**src/rtl/lfsr_pkg.sv**
```systemverilog
// Shared constants, FSM encoding and the range-mask helper for the LFSR random source.
package lfsr_pkg;

    localparam logic [7:0]  TAPS_W8  = 8'hB8;
    localparam logic [15:0] TAPS_W16 = 16'hB400;
    localparam logic [23:0] TAPS_W24 = 24'hE10000;
    localparam logic [31:0] TAPS_W32 = 32'h80200003;

    typedef enum logic [1:0] {
        IDLE = 2'd0,
        DRAW = 2'd1,
        RESP = 2'd2
    } fsm_t;

    // Smallest all-ones mask covering bound-1; bound==0 stands for the full out_w-bit range.
    function automatic logic [31:0] range_mask(input logic [31:0] bound, input int out_w);
        logic [31:0] lim;
        logic [31:0] mask;
        mask = '0;
        lim  = bound - 32'd1;
        for (int i = 0; i < 32; i++) begin
            if (bound == 32'd0) begin
                if (i < out_w) mask[i] = 1'b1;
            end else if ((lim >> i) != 32'd0) begin
                mask[i] = 1'b1;
            end
        end
        return mask;
    endfunction

endpackage

```
**src/rtl/lfsr_core.sv**
```systemverilog
// Fibonacci shift register with run-time load and a guard that never lets the state rest at zero.
module lfsr_core #(
    parameter int              WIDTH      = 16,
    parameter logic [WIDTH-1:0] TAPS       = 16'hB400,
    parameter logic [WIDTH-1:0] RESET_SEED = 16'h0001
) (
    input  logic             clk,
    input  logic             rst,
    input  logic             step,
    input  logic             load,
    input  logic [WIDTH-1:0] load_val,
    output logic [WIDTH-1:0] state,
    output logic             zero_fix
);

    logic [WIDTH-1:0] state_q;
    logic             feedback;

    assign feedback = ^(state_q & TAPS);
    // Pulses on the edge that replaces a zero (loaded or resident) with 1.
    assign zero_fix = load ? (load_val == '0) : (state_q == '0);
    assign state    = state_q;

    always_ff @(posedge clk or posedge rst) begin
        if (rst) begin
            state_q <= RESET_SEED;
        end else if (load) begin
            state_q <= (load_val == '0) ? WIDTH'(1) : load_val;
        end else if (state_q == '0) begin
            state_q <= WIDTH'(1);
        end else if (step) begin
            state_q <= {state_q[WIDTH-2:0], feedback};
        end
    end

endmodule

```
**src/rtl/lfsr_range_rng.sv**
```systemverilog
// LFSR random source with a request/response service returning a uniform integer in [0,bound)
// by masked rejection sampling, with a deterministic fallback after MAX_TRIES rejections.
module lfsr_range_rng
    import lfsr_pkg::*;
#(
    parameter int               WIDTH      = 16,
    parameter logic [WIDTH-1:0] TAPS       = 16'hB400,
    parameter logic [WIDTH-1:0] RESET_SEED = 16'h0001,
    parameter int               OUT_W      = 8,
    parameter int               MAX_TRIES  = 8
) (
    input  logic             clk,
    input  logic             rst,
    input  logic [WIDTH-1:0] seed,
    input  logic             seed_load,
    input  logic             enable,
    input  logic             req_valid,
    output logic             req_ready,
    input  logic [OUT_W-1:0] bound,
    output logic             rsp_valid,
    input  logic             rsp_ready,
    output logic [OUT_W-1:0] rsp_data,
    output logic             seed_zero,
    output logic [1:0]       dbg_state,
    output logic [WIDTH-1:0] dbg_lfsr
);

    localparam int             TRY_W    = (MAX_TRIES > 1) ? $clog2(MAX_TRIES) : 1;
    localparam logic [TRY_W-1:0] LAST_TRY = TRY_W'(MAX_TRIES - 1);

    fsm_t             state_q, state_d;
    logic [WIDTH-1:0] lfsr;
    logic             zero_fix;
    logic [OUT_W-1:0] bnd_q, mask_q, cand, rsp_q;
    logic [TRY_W-1:0] try_cnt;
    logic             start, take, fallback, retry;
    logic             seed_zero_q;

    lfsr_core #(
        .WIDTH      (WIDTH),
        .TAPS       (TAPS),
        .RESET_SEED (RESET_SEED)
    ) u_core (
        .clk      (clk),
        .rst      (rst),
        .step     (enable | (state_q == DRAW)),
        .load     (seed_load),
        .load_val (seed),
        .state    (lfsr),
        .zero_fix (zero_fix)
    );

    assign cand = lfsr[OUT_W-1:0] & mask_q;

    // Handshakes: a transfer happens on an edge where valid and ready are both high.
    // req_ready is high only in IDLE; rsp_valid is high only in RESP and, once raised,
    // holds with rsp_data frozen until the edge on which rsp_ready is seen high.
    always_comb begin
        state_d  = state_q;
        start    = 1'b0;
        take     = 1'b0;
        fallback = 1'b0;
        retry    = 1'b0;
        case (state_q)
            IDLE: begin
                if (req_valid) begin
                    start   = 1'b1;
                    state_d = DRAW;
                end
            end
            DRAW: begin
                if (bnd_q == '0 || cand < bnd_q) begin
                    take    = 1'b1;
                    state_d = RESP;
                end else if (try_cnt == LAST_TRY) begin
                    fallback = 1'b1;
                    state_d  = RESP;
                end else begin
                    retry = 1'b1;
                end
            end
            RESP: begin
                if (rsp_ready) state_d = IDLE;
            end
            default: state_d = IDLE;
        endcase
    end

    always_ff @(posedge clk or posedge rst) begin
        if (rst) state_q <= IDLE;
        else     state_q <= state_d;
    end

    always_ff @(posedge clk or posedge rst) begin
        if (rst) begin
            bnd_q       <= '0;
            mask_q      <= '0;
            try_cnt     <= '0;
            rsp_q       <= '0;
            seed_zero_q <= 1'b0;
        end else begin
            seed_zero_q <= seed_zero_q | zero_fix;
            if (start) begin
                bnd_q   <= bound;
                mask_q  <= OUT_W'(range_mask(32'(bound), OUT_W));
                try_cnt <= '0;
            end
            if (retry)    try_cnt <= try_cnt + TRY_W'(1);
            if (take)     rsp_q   <= cand;
            // mask_q < 2*bnd_q, so a rejected cand lies in [bnd_q, 2*bnd_q) and this stays in range.
            if (fallback) rsp_q   <= cand - bnd_q;
        end
    end

    assign req_ready = (state_q == IDLE);
    assign rsp_valid = (state_q == RESP);
    assign rsp_data  = rsp_q;
    assign seed_zero = seed_zero_q;
    assign dbg_state = state_q;
    assign dbg_lfsr  = lfsr;

endmodule

```
**config.mk**
```make
export PLATFORM = sky130hd
export DESIGN_NAME = lfsr_range_rng
export DESIGN_NICKNAME = d
export VERILOG_FILES = /design/src/rtl/lfsr_pkg.sv /design/src/rtl/lfsr_core.sv /design/src/rtl/lfsr_range_rng.sv
export SDC_FILE = /design/constraint.sdc
export NUM_CORES = 1
export LEC_CHECK = 0
export ABC_CLOCK_PERIOD_IN_PS = 2640
export CORE_MARGIN = 2
export CORE_UTILIZATION = 40
export DETAILED_ROUTE_END_ITERATION = 6
export PLACE_DENSITY = 0.7
export SLEW_MARGIN = 15
export SYNTH_ARGS = -nofsm -noshare
export SYNTH_HDL_FRONTEND = slang
export SYNTH_SLANG_ARGS = --single-unit
```
**constraint.sdc**
```tcl
create_clock -name clk -period 2.64 [get_ports clk]
set_input_delay 0.528 -clock clk [delete_from_list [all_inputs] [get_ports clk]]
set_output_delay 0.528 -clock clk [all_outputs]
set_load 0.02 [all_outputs]
```
==> summary.md <==
| Metric | Value |
|---|---|
| Outcome | completed |
| 1st-pass router iterations | 4 |
| Post-synth top flop | dfrtp_1 |
| Clock tree sinks | 46 |
| Post-synth cell types | 52 |
| Area delta synth->final | 29.72% |
| H-tree depth | 2 |
| Vias in the first global route | 2281 |
| Antenna Nets Post-Route | 0 |
| Setup crit start | u_core.state[2] |
| Relative slew slack | 0.6023 |
| Post-synth top area share | 0.4121 |
| Min Clock Period, post-route | 2498 ps |
| Setup WS post-layout | 141.7 ps |
| CTS root buffer | clkbuf_8 |
| WP data arrival | 2700 ps |
| Synthesized area per cell | 9.078 sq um |
| Starting Density | 0.4067 |
| Highest Clock Rate | 400.3 MHz |
| Total of max-cap violations | 0 |
| Die area | 7509 sq um |
| Gr usage total | 0.1914 |
| Num CTS Buffers | 5 |
| Core area | 6719 sq um |
| Crit Path Category | reg2reg |
| EDFF count, synth | 0 |
| Clock slew at reported path FFs | 100 ps |
| # setup viols final | 0 |
| Placer Congestion | 0.8454 |
| Yosys reg bits | 46 |
| Syn Inst Count | 301 |
| Filler instances | 601 |
| Critical Path RT | 2840 ps |
| Worst setup path end | rsp_data[6] |
| Utilization after layout | 0.5276 |
| Die H | 86.66 microns |
| Area of the multi-input gates | 1473 sq um |
| Worst Max-Slew Pin Slew | 596.6 ps |
| Post-synth net total | 345 |
| Die width | 86.66 microns |
| CTS tree | built |
| Final Skew | 10.22 ps |
| Commonest cells in the netlist | 45 x dfrtp_1, 39 x nand2_1, 29 x o21ai_0 |
| Synth top area cells | dfrtp_1 41%, ha_1 6.0%, nand2_1 5.4% |
| Final Max Tran Viols | 0 |
| R2r worst-path depth | 7 |
| Fin. Hold Viols | 0 |
| Setup TNS | 0 ps |
| Avg WL per Cell | 15.40 microns |
| Initial antenna violation count | 0 |
| Worst vdd ir | 0.0003928 V |
| Antenna cells | 0 |
| Biggest area consumer among synthesized cells | dfrtp_1 |
| Worst-Skew Late Latency | 300 ps |
| Flop2flop setup slack | 140 ps |
| Synth async-reset ratio | 1.000 |
| Mapped Area | 2733 sq um |
| Static leakage | 1.526 nW |
| IO buf count | 58 |
| Net count, final | 411 |
| Via-to-Cell Ratio | 5.333 |
| Row count | 30 |
| Pwr Density | 1011 nW/um^2 |
| Most common cell in the netlist | dfrtp_1 |
| Max clock buf depth | 2 |
| Setup crit start kind | flip-flop |
| Worst reg2reg path endpoint | rsp_data[6] |
| Largest net degree at the start of global routing | 47 |
| Detailed-route via count | 2389 |
| Tcrit/Tclk final | 0.9463 |
| Seq/Total Area, Yosys | 0.4217 |
| Unrepaired setup endpoints after global routing | no |
| Crit Path Max Fanout | 14 |
| Hold WC Path Type | reg2reg |
| DPL Wire Length | 5305 microns |
| Hold_buf cts | 0 |
| Global-route wire length before repair | 11310 microns |
| Layout cells sized above 1 | 0.08967 |
| Iteration-0 DRC Markers | 149 |
| IO Count | 59 |
| Grt total ovfl | 0 |
| Sequential cell area | 1152 sq um |
| Kind of end point of the critical path | flip-flop |
| Total length of routed wires | 6899 microns |
| FF-to-FF Start | u_core.state[2] |
| Ys Warns | 0 |
| DRC Markers | 0 |
| DP Worst Slack | 24.65 ps |
## power by group
part	internal, W	switching (W)
clock	0.000190	0.000267
sequential	0.000925	0.000169
combinational	0.000927	0.00111
## kinds of logic (layout without fill, tap and decap cells)
group / Yosys count / in the layout / share of synthesized area
and+or+nand+nor: 119 / 119 / 0.2225
AOI/OAI and AO/OA: 81 / 81 / 0.2042
DFF: 46 / 46 / 0.4217
buffers and inverters: 28 / 95 / 0.04212
adders and majority gates: 14 / 14 / 0.06685
xor gates and xnor gates: 11 / 11 / 0.03526
muxes: 2 / 2 / 0.007326
## metal layers
metal,track usage,part of all wire
met3,0.03143,0.036
met2,0.2804,0.45
met4,0.05966,0.016
met5,0,0
met1,0.2889,0.50
## layout by cell type (no fill, tap or decap), types with 3 or more instances in the layout
master	Yosys	layout
a21oi_1	20	20
a221o_1	4	4
a31oi_1	3	3
and2_1	8	8
and3_1	4	4
buf_4	0	10
clkbuf_8	0	5
clkdlybuf4s50_1	0	58
dfrtp_1	45	45
ha_1	13	13
inv_1	19	18
nand2_1	39	39
nand2b_1	3	3
nor2_1	27	27
nor3_1	9	9
nor3b_1	3	3
nor4_1	13	13
o21a_1	3	3
o21ai_0	29	29
xnor2_1	6	6
xor2_1	5	5
## flip-flops by register name (all words and copies together), names as in the netlist
name and cells:
seed_zero 1, dbg_state 2, try_cnt 3, u_core.state 16, bnd_q 8, rsp_data 8, mask_q 8
## layout make-up
cell class,instances,area share
clock inverters,3,0.006707
flip-flops and latches,46,0.3251
repair buffers,68,0.1850
multi-input cells,227,0.4155
well taps,80,0.02824
clock buffers,5,0.01941
inverters,19,0.02012
## worst max-delay path, cell delays in order (launching register included)
cell and delay [ps]:
dfrtp_1 420, and2_1 180, ha_1 340, nor2b_4 160
o31a_4 320, o311ai_4 470, nor2_1 160, a221o_1 340
## worst min-delay path by stage
stage / start / to / slack [ps] / depth (start not counted)
2_1_floorplan: mask_q[6] / mask_q[6] / 430 / 2
3_3_place_gp: mask_q[6] / mask_q[6] / 460 / 2
3_5_place_dp: mask_q[4] / mask_q[4] / 470 / 2
4_1_cts: mask_q[4] / mask_q[4] / 490 / 2
5_1_grt: mask_q[5] / mask_q[5] / 530 / 2
6_report: mask_q[4] / mask_q[4] / 480 / 2
## repair_timing
item / in CTS / in global routing
resized for setup: 0 / 2
buffers inserted: 0 / 1
endpoints found under the setup margin: 0 / 5
## metrics by stage
step / power, W / cells / hold WS [ps] / instance area (sq um)
6_report: 0.003584 / 448 / 482.1 / 3545
5_1_grt: 0.003848 / 448 / 527.0 / 3545
4_1_cts: 0.003556 / 447 / 489.3 / 3530
3_5_place_dp: 0.003087 / 439 / 466.6 / 3437
3_3_place_gp: 0.003079 / 439 / 456.0 / 3437
2_1_floorplan: 0.002475 / 301 / 430.4 / 2733
(Power assumes the default switching activity.)
